==> src/rtl/fetch_ctrl.sv <==
// Instruction fetch controller: three-cycle ROM fetch (ADDR, LATCH, ISSUE) with jump and halt.
// Optional macro FETCH_CTRL_FETCH_CNT_EN enables a saturating count of accepted instructions.
module fetch_ctrl #(
   parameter int          ADDR_W  = 4,
   parameter int          DATA_W  = 8,
   parameter logic [3:0]  HALT_OP = 4'hF
) (
   input  logic              clk,
   input  logic              rst,
   input  logic              start,
   output logic [ADDR_W-1:0] rom_addr,
   output logic              rom_read_en,
   input  logic [DATA_W-1:0] rom_data,
   output logic              instr_valid,
   input  logic              instr_ready,
   output logic [3:0]        opcode,
   output logic [DATA_W-5:0] operand,
   input  logic              jump_en,
   input  logic [ADDR_W-1:0] jump_addr,
   output logic [ADDR_W-1:0] pc,
   output logic              busy,
   output logic              halted,
   output logic [7:0]        fetch_count
);

   typedef enum logic [2:0] {
      S_IDLE  = 3'd0,
      S_ADDR  = 3'd1,
      S_LATCH = 3'd2,
      S_ISSUE = 3'd3,
      S_HALT  = 3'd4
   } state_t;

   state_t              r_state;
   state_t              w_state_nxt;
   logic [ADDR_W-1:0]   r_pc;
   logic [ADDR_W-1:0]   w_pc_nxt;
   logic [3:0]          r_opcode;
   logic [3:0]          w_opcode_nxt;
   logic [DATA_W-5:0]   r_operand;
   logic [DATA_W-5:0]   w_operand_nxt;
   logic                w_accept;

   assign w_accept = (r_state == S_ISSUE) && instr_ready;

   // Next-state, program counter and instruction register update
   always_comb begin
      w_state_nxt   = r_state;
      w_pc_nxt      = r_pc;
      w_opcode_nxt  = r_opcode;
      w_operand_nxt = r_operand;
      case (r_state)
         S_IDLE: begin
            if (start) begin
               w_state_nxt = S_ADDR;
            end else begin
               w_state_nxt = S_IDLE;
            end
         end
         S_ADDR: begin
            w_state_nxt = S_LATCH;
         end
         S_LATCH: begin
            w_opcode_nxt  = rom_data[DATA_W-1:DATA_W-4];
            w_operand_nxt = rom_data[DATA_W-5:0];
            w_pc_nxt      = r_pc + {{(ADDR_W-1){1'b0}}, 1'b1};
            w_state_nxt   = S_ISSUE;
         end
         S_ISSUE: begin
            if (!instr_ready) begin
               w_state_nxt = S_ISSUE;
            end else if (r_opcode == HALT_OP) begin
               w_state_nxt = S_HALT;
            end else if (jump_en) begin
               w_pc_nxt    = jump_addr;
               w_state_nxt = S_ADDR;
            end else begin
               w_state_nxt = S_ADDR;
            end
         end
         S_HALT: begin
            if (start) begin
               w_pc_nxt    = {ADDR_W{1'b0}};
               w_state_nxt = S_ADDR;
            end else begin
               w_state_nxt = S_HALT;
            end
         end
         default: begin
            w_state_nxt = S_IDLE;
         end
      endcase
   end

   // State, program counter and instruction register
   always_ff @(posedge clk or posedge rst) begin
      if (rst) begin
         r_state   <= S_IDLE;
         r_pc      <= {ADDR_W{1'b0}};
         r_opcode  <= 4'h0;
         r_operand <= {(DATA_W-4){1'b0}};
      end else begin
         r_state   <= w_state_nxt;
         r_pc      <= w_pc_nxt;
         r_opcode  <= w_opcode_nxt;
         r_operand <= w_operand_nxt;
      end
   end

`ifdef FETCH_CTRL_FETCH_CNT_EN
   logic [7:0] r_fetch_count;

   // Saturating count of accepted instructions; only reset clears it
   always_ff @(posedge clk or posedge rst) begin
      if (rst) begin
         r_fetch_count <= 8'h00;
      end else if (w_accept && (r_fetch_count != 8'hFF)) begin
         r_fetch_count <= r_fetch_count + 8'h01;
      end else begin
         r_fetch_count <= r_fetch_count;
      end
   end

   assign fetch_count = r_fetch_count;
`else
   logic w_unused_accept;
   assign w_unused_accept = w_accept;
   assign fetch_count     = 8'h00;
`endif

   // Outputs are pure decodes of registered state, so no input reaches an output
   assign rom_read_en = (r_state == S_ADDR) || (r_state == S_LATCH);
   assign rom_addr    = rom_read_en ? r_pc : {ADDR_W{1'b0}};
   assign instr_valid = (r_state == S_ISSUE);
   assign busy        = (r_state == S_ADDR) || (r_state == S_LATCH) || (r_state == S_ISSUE);
   assign halted      = (r_state == S_HALT);
   assign pc          = r_pc;
   assign opcode      = r_opcode;
   assign operand     = r_operand;

endmodule

==> config.mk <==
export PLATFORM = sky130hd
export DESIGN_NAME = fetch_ctrl
export DESIGN_NICKNAME = d
export VERILOG_FILES = /design/src/rtl/fetch_ctrl.sv
export SDC_FILE = /design/constraint.sdc
export NUM_CORES = 1
export LEC_CHECK = 0
export CAP_MARGIN = 20
export CORE_AREA = 3 3 50 52
export CTS_BUF_LIST = sky130_fd_sc_hd__clkbuf_4 sky130_fd_sc_hd__clkbuf_8
export CTS_CLUSTER_DIAMETER = 100
export DETAILED_ROUTE_END_ITERATION = 10
export DIE_AREA = 0 0 53 55
export PLACE_DENSITY = 0.88
export SLEW_MARGIN = 20
export SYNTH_ARGS = -nofsm -noshare
export SYNTH_HDL_FRONTEND = slang
export SYNTH_SLANG_ARGS = --single-unit
==> constraint.sdc <==
create_clock -name clk -period 1.95 [get_ports clk]
set_clock_uncertainty 0.15 [all_clocks]
set_input_delay 0.39 -clock clk [delete_from_list [all_inputs] [get_ports clk]]
set_output_delay 0.39 -clock clk [all_outputs]
set_load 0.05 [all_outputs]
; Word level (Yosys, flattened, before mapping)
; Cells that the tools add are included.
[word_totals]
inputBits = 17
elab_cells = 30
ff_bits = 15
output_inout_bits = 28
[op_classes]
n_addsub = 1
n_eq_ne = 9
n_mux = 11
reduce_logical = 5
[ops]
columns = operator, count
row1 = $mux 4, 5
row2 = $pmux 3 s5, 1
row3 = $pmux 4 s3, 1
row4 = $mux 3, 3
row5 = $eq 3x2->1 const B, 2
row6 = $reduce_and 5->1, 1
row7 = $add 4x1->4 const B, 1
row8 = $eq 4x4->1 const B, 1
row9 = $ne 2x1->1 const B, 2
row10 = $ne 2x2->1 const B, 2
row11 = $eq 3x1->1 const B, 1
row12 = $eq 3x3->1 const B, 1
row13 = $logic_not 3->1, 1
row14 = $reduce_bool 3->1, 1
row15 = $logic_or 1x1->1, 2
row16 = $mux 1, 1

; Logic depth before layout (Yosys ltp)
; Gate-level depths: netlist of the first run.
[logic_depth]
depth_word = 4
depth_mapped = 7
ltp_nobuf = 7

; Worst setup path after synthesis of the first run
; Ideal clock, no wire load.
[synth_timing]
path_kind = register to output
startpoint = register r_pc[0] (netlist: pc[0])
endpoint = output rom_addr[0]
n_path_buf = 0
path_stages_with_launch = 3
setup_slack_ns = -0.480
arrival_ns = 1.890
path_cell_list = dfrtp_1 > inv_1 > nor3_1
[synth_between]
elab_chain_len = 1
[synth_lines]
columns = item, line
row1 = "start, declared", 36  ; logic [ADDR_W-1:0] r_pc;
row2 = "start signal, assigned", 99  ; r_pc <= {ADDR_W{1'b0}};
row3 = "start signal, assigned", 104  ; r_pc <= w_pc_nxt;
row4 = $mux 4, 133  ; assign rom_addr = rom_read_en ? r_pc : {ADDR_W{1'b0}};
row5 = "end, declared", 11  ; output logic [ADDR_W-1:0] rom_addr,
; No other way between the ends.

; Worst setup path after layout of the first run
[layout_timing]
startpoint = register r_state[0]
endpoint = output rom_addr[2]
[layout_between]
elab_chain_len = 3
elab_cells_between_ends = 4
classes_between = 2 x eq/ne / 1 x mux / 1 x reduce/logical
[layout_lines]
columns = item, line
row1 = "start, declared", 34  ; state_t r_state;
row2 = "start signal, assigned", 103  ; r_state <= w_state_nxt;
row3 = $eq 3x1->1 or $eq 3x2->1 (tied branches), 132  ; assign rom_read_en = (r_state == S_ADDR) || (r_state == S_LATCH);
row4 = $logic_or 1x1->1 (*), 132
row5 = $mux 4 (*), 133
; Every way passes the cells marked *; elsewhere a longest branch is shown, timed or not.

==> metrics.yaml, run 1 <==
status: "finished clean"
grt_max_degree: 16
track_usage_pct: 14.5
top_usage_layer: "met2"
grt_use_met1_pct: 16.4
cts_root_buf: "clkbuf_4"
path_class: "reg -> out"
grt_pass1_vias: 726
synth-seq-cells: 15
slowest_delay_ps: 460
grt_pass1_wl_um: 3110
syn_area_sq_um: 821
synth_top_family_by_area: "simple AND/OR/NAND/NOR gates"
area_delta_synth_final_pct: 62.7
slew_viol_final: 0
via_count: 715
slew_headroom_pct: 64.1
cts_tree: "done"
syn_inst: 79
fp-row-count: 17
r2r_setup_slack_ps: 220
cts.htree.levels: 1
endpoint_kind: "primary output"
synth-compound-area-share_pct: 13.0
place_congestion: 0.986
place_ws_ps: 14.9
first_pass_iters: 4
multiInputGateArea_sq_um: 444
synth_top_cells_by_count: "dfrtp_1, buf_4, mux2_2"
yosysWarnings: 0
totalWireLength_um: 1980
synthSimpleGateAreaFrac_pct: 15.2
overflow: 0
fmax_mhz: 527
cts.sinks: 15
drc: 0
drtIter0Drc: 2
synth_seq_area_share_pct: 45.7
hp-class: "in -> async"
whs_ps: 303
holdBufCountCts: 0
met3_usage_pct: 4.02
synth_edf_count: 0
antenna_left: 0
finalCriticalPeriod_ps: 1900
cts_buffers: 3
path_cells: "xnor2_4 > buf_6 > nor3_4 > buf_12"
setup_viol: 0
layout_setup_ws_ps: 51.9
synthXorXnorAreaFrac_pct: 1.07
routed_via_density: 4.80
async_flop_share_pct: 100
antenna_found_initial: 0
num_io_pins: 45
synth_adder_area_share_pct: 1.52
syn_avg_cell_area_sq_um: 10.4
max_cap_violations: 0
clk_pin_slew_ps: 80
cp_data_required_time_ps: 1410
synth.top_cell.area_share_pct: 45.7
dpl.hpwl_um: 1660
coreArea_sq_mm: 0.00215
clkLatencyLatePin_ps: 270
die_h_um: 55
use_met2_pct: 26.2
fill_cells: 191
synth_ff_type: "dfrtp_1"
nNetsFinal: 140
dieWidth_um: 53
synth.distinct_cells: 26
critPathSlowestCell: "dfrtp_2"
drive_gt1_share_pct: 44.6
cp_max_fo: 4
min_period_over_period_pct: 97.3
dieArea_sq_mm: 0.00292
initial_core_util_pct: 38.2
ys_top_cells_by_area: "dfrtp_1, mux2_2, buf_4, inv_1, a211oi_4"
portBuffers: 36
final-seq-area_sq_um: 379
wire_per_inst_um: 13.3
rsz0062_at_grt: "true"
n_antenna_cell: 0
synth.most_common_cell: "dfrtp_1"
start_kind: "flop"
synth_top_area_cell: "dfrtp_1"
hold_viol_final: 0
tightest_slew_ps: 538
crit_arrival_ps: 1360
synthMuxAreaShare_pct: 11.0
fin_util_pct: 62.1
clockBufferDepth: 2
==> path summary, 6_finish.rpt <==
path / endpoint / cells after the start / from
max in group asynchronous: r_state[0] / 2 / rst
setup / recovery: rom_addr[2] / 4 / r_state[0]
hold / removal: operand[3] / 2 / rst
min in group clk: operand[0] / 1 / operand[0]
hold reg to reg: operand[0] / 1 / operand[0]
setup reg to reg: pc[3] / 5 / r_state[2]
==> area by class of cell <==
class,instances,area share (%)
clock buffers,4,2.25
inverters,8,2.44
multi-input cells,54,33.3
flip-flops and latches,15,28.4
well taps,28,2.62
repair buffers,40,31.0
==> layout by cell type, fill, tap and decap left out, drive strengths merged, types with 2 or more instances in the layout <==
| cell type | instances |
|---|---|
| a21oi | 4 |
| mux2 | 8 |
| a22oi | 2 |
| nor3 | 4 |
| inv | 8 |
| clkbuf | 4 |
| nand2 | 4 |
| nor2 | 6 |
| clkdlybuf4s50 | 16 |
| conb | 8 |
| dfrtp | 15 |
| o21ai | 3 |
| o22ai | 3 |
| buf | 24 |
==> logic make-up (layout without fill, tap and decap cells) <==
group                    Yosys count  in the layout
multiplexers                       8              8
flip-flops                        15             15
AND/OR/NAND/NOR                   21             21
adder cells (fa/ha/maj)            1              1
XOR/XNOR                           1              1
AO/OA/AOI/OAI                     15             15
other                              1              8
buffers and inverters             17             52
==> layer usage <==
metal / part of all wire [%] / up-vias
met5: 0 / -
met4: 0.91 / 0
met3: 8.2 / 2
met2: 53 / 33
met1: 38 / 338
li1: - / 342
==> registers in the layout (all words and copies together), names as in the netlist <==
signal and flops:
opcode 4, operand 4, pc 4, r_state 3
==> per-stage QoR <==
step	TNS, ps	area, sq um	std cells
final	0	1340	149
after global routing	-28.9	1340	149
after CTS	0	1300	149
after detailed placement	0	1250	144
after global placement	0	1250	144
after floorplan	-80.1	891	86
==> worst max-delay path, delay by kind of cell (launching register included) <==
kind,cells,cell delay (ps)
DFF,1,460
and+or+nand+nor,1,140
buffers and inverters,2,310
xor gates and xnor gates,1,170
==> what timing repair did <==
| item | CTS | global route |
|---|---|---|
| setup endpoints to repair | 5 | 6 |
| pin swaps | 1 | 1 |
| resized for setup | 3 | 10 |
| buffers inserted | 1 | 0 |
| hold endpoints to repair | 0 | 0 |
Power of run 1 is left out: the tool's default activity adds up to more than one toggle a clock period on the data nets, which glitch-free logic cannot reach.
==> run 2, diff against run 1 <==
- CORE_AREA: 3 3 50 52 -> 4 4 51 53
- DIE_AREA: 0 0 53 55 -> 0 0 55 57
==> run 2 against run 1 <==
Global-route usage shrank 0.30 points. Maximum frequency decreased by 0.72%. Setup slack got worse by 14 ps. First-iteration DRC count grew to 4.5 times the previous value. Core utilization is 0.58 points lower. Register-to-register slack hardly changed. Via count rose by 2.1%. Routed wire length is 3.9% higher. Sequential share of layout area increased by 0.27 points. Flip-flop and latch count unchanged. Die area increased by 7.5%. Clock-buffer cell count did not move. Largest cell class unchanged.
==> metrics.yaml, run 2 (synthesis results as in run 1) <==
r2r_cells: 6  # +1
r2r_setup_slack_ps: 210  # about the same
clk_pin_slew_ps: 80  # about the same
layout_commonest_cell: "buf_4"
cts_tree: "done"
crit_start: "r_state[0]"
drtIter0Drc: 9  # +7
path_depth: 4  # unchanged
grt_pass1_wl_um: 3250  # +4.6%
final_cell_mix: "buf_4, clkdlybuf4s50_1, dfrtp_1"
hp-class: "in -> async"
cts_root_buf: "clkbuf_4"
critPathSlowestCell: "dfrtp_2"
finalCriticalPeriod_ps: 1910  # +13.8 ps
rsz0062_at_grt: "true"
drive_gt1_share_pct: 44.3  # -0.37 points
place_ws_ps: 24.0  # +9.03 ps
cts.sinks: 15  # unchanged
path_buf_inv: 1  # -1
endpoint_kind: "primary output"
multiInputGateArea_sq_um: 428  # -3.7%
final-seq-area_sq_um: 379  # unchanged
grt_use_met1_pct: 16.2  # -0.22 points
crit_arrival_ps: 1370  # about the same
clockBufferDepth: 2  # unchanged
final_area_sq_mm: 0.00132  # -0.94%
holdBufCountCts: 0  # unchanged
cp_top_family: "flip-flops"
cp_max_fo: 3  # -1
timing.rr.end: "pc[0]"
hold_viol_final: 0  # unchanged
fmax_mhz: 523  # -0.72%
drc: 0  # unchanged
met3_usage_pct: 3.39  # -0.63 points
crit_path_end: "rom_addr[1]"
portBuffers: 36  # unchanged
fp-row-count: 17  # unchanged
coreArea_sq_mm: 0.00215  # unchanged
min_period_over_period_pct: 98.0  # +0.71 points
n_antenna_cell: 0  # unchanged
place_area_sq_mm: 0.00126  # +0.60%
cts_buffers: 3  # unchanged
wire_per_inst_um: 13.7  # +3.2%
area_delta_synth_final_pct: 61.1
dp.cells: 145  # +0.69%
slowest_delay_ps: 440  # -20 ps
slew_headroom_pct: 63.6  # -0.52 points
slew_viol_final: 0  # unchanged
status: "finished clean"
grt_max_degree: 16  # unchanged
overflow: 0  # unchanged
place_congestion: 0.960  # -2.7%
fin_util_pct: 61.6  # -0.58 points
dpl.hpwl_um: 1680  # +0.75%
routed_via_density: 4.87  # +1.4%
grt_pass1_vias: 746  # +2.8%
dieArea_sq_mm: 0.00314  # +7.5%
dieWidth_um: 55  # +3.8%
tightest_slew_ps: 546  # +7.81 ps
path_class: "reg -> out"
clkLatencyLatePin_ps: 270  # about the same
fin_cells: 150  # +0.67%
cp_data_required_time_ps: 1410  # about the same
num_io_pins: 45  # unchanged
antenna_found_initial: 0  # unchanged
initial_core_util_pct: 38.2  # unchanged
first_pass_iters: 4  # unchanged
start_kind: "flop"
rr_startpoint: "r_state[2]"
path_cells: "xnor2_2 > nor2_4 > and2_2 > buf_4"
cts.htree.levels: 1  # unchanged
nNetsFinal: 141  # +0.71%
die_h_um: 57  # +3.6%
totalWireLength_um: 2060  # +3.9%
setup_viol: 0  # unchanged
use_met2_pct: 24.7  # -1.6 points
fill_cells: 183  # -4.2%
top_usage_layer: "met2"
max_cap_violations: 0  # unchanged
antenna_left: 0  # unchanged
via_count: 730  # +2.1%
layout_setup_ws_ps: 38.0  # -13.8 ps
track_usage_pct: 14.2  # -0.30 points
## run 2: layer usage
layer,share of wire (%),up-vias
li1,-,349
met1,36,342
met2,53,37
met3,9.5,2
met4,0.63,0
met5,0,-
## run 2: repair_timing
action | in CTS | in global routing
pin swaps | 0 | 0
buffers inserted | 1 | 0
setup endpoints to repair | 5 | 4
resized for setup | 5 | 4
cloned | 0 | 0
## run 2: cell type report
class                           instances  area share, %
Timing Repair Buffer                   41           31.6
Multi-Input combinational cell         54           32.4
Sequential cell                        15           28.7
Tap cell                               28           2.65
Inverter                                8           2.46
Clock buffer                            4           2.27
## run 2: how the worst min path moves through the flow
stage                     from          to  slack, ps  depth (start not counted)
floorplan                  rst   opcode[0]        140                          1
global placement    operand[0]  operand[0]        340                          1
detailed placement  operand[1]  operand[1]        350                          1
CTS                        rst   opcode[0]        310                          2
global route               rst  operand[1]        340                          2
finish                     rst   opcode[0]        300                          2
## run 2: per-stage QoR
stage	setup TNS [ps]	hold slack, ps
3_5_place_dp	0	347
3_3_place_gp	0	343
2_1_floorplan	-80.1	141
5_1_grt	-89.7	341
6_report	0	302
4_1_cts	0	308
Power of run 2 is left out for the same reason.
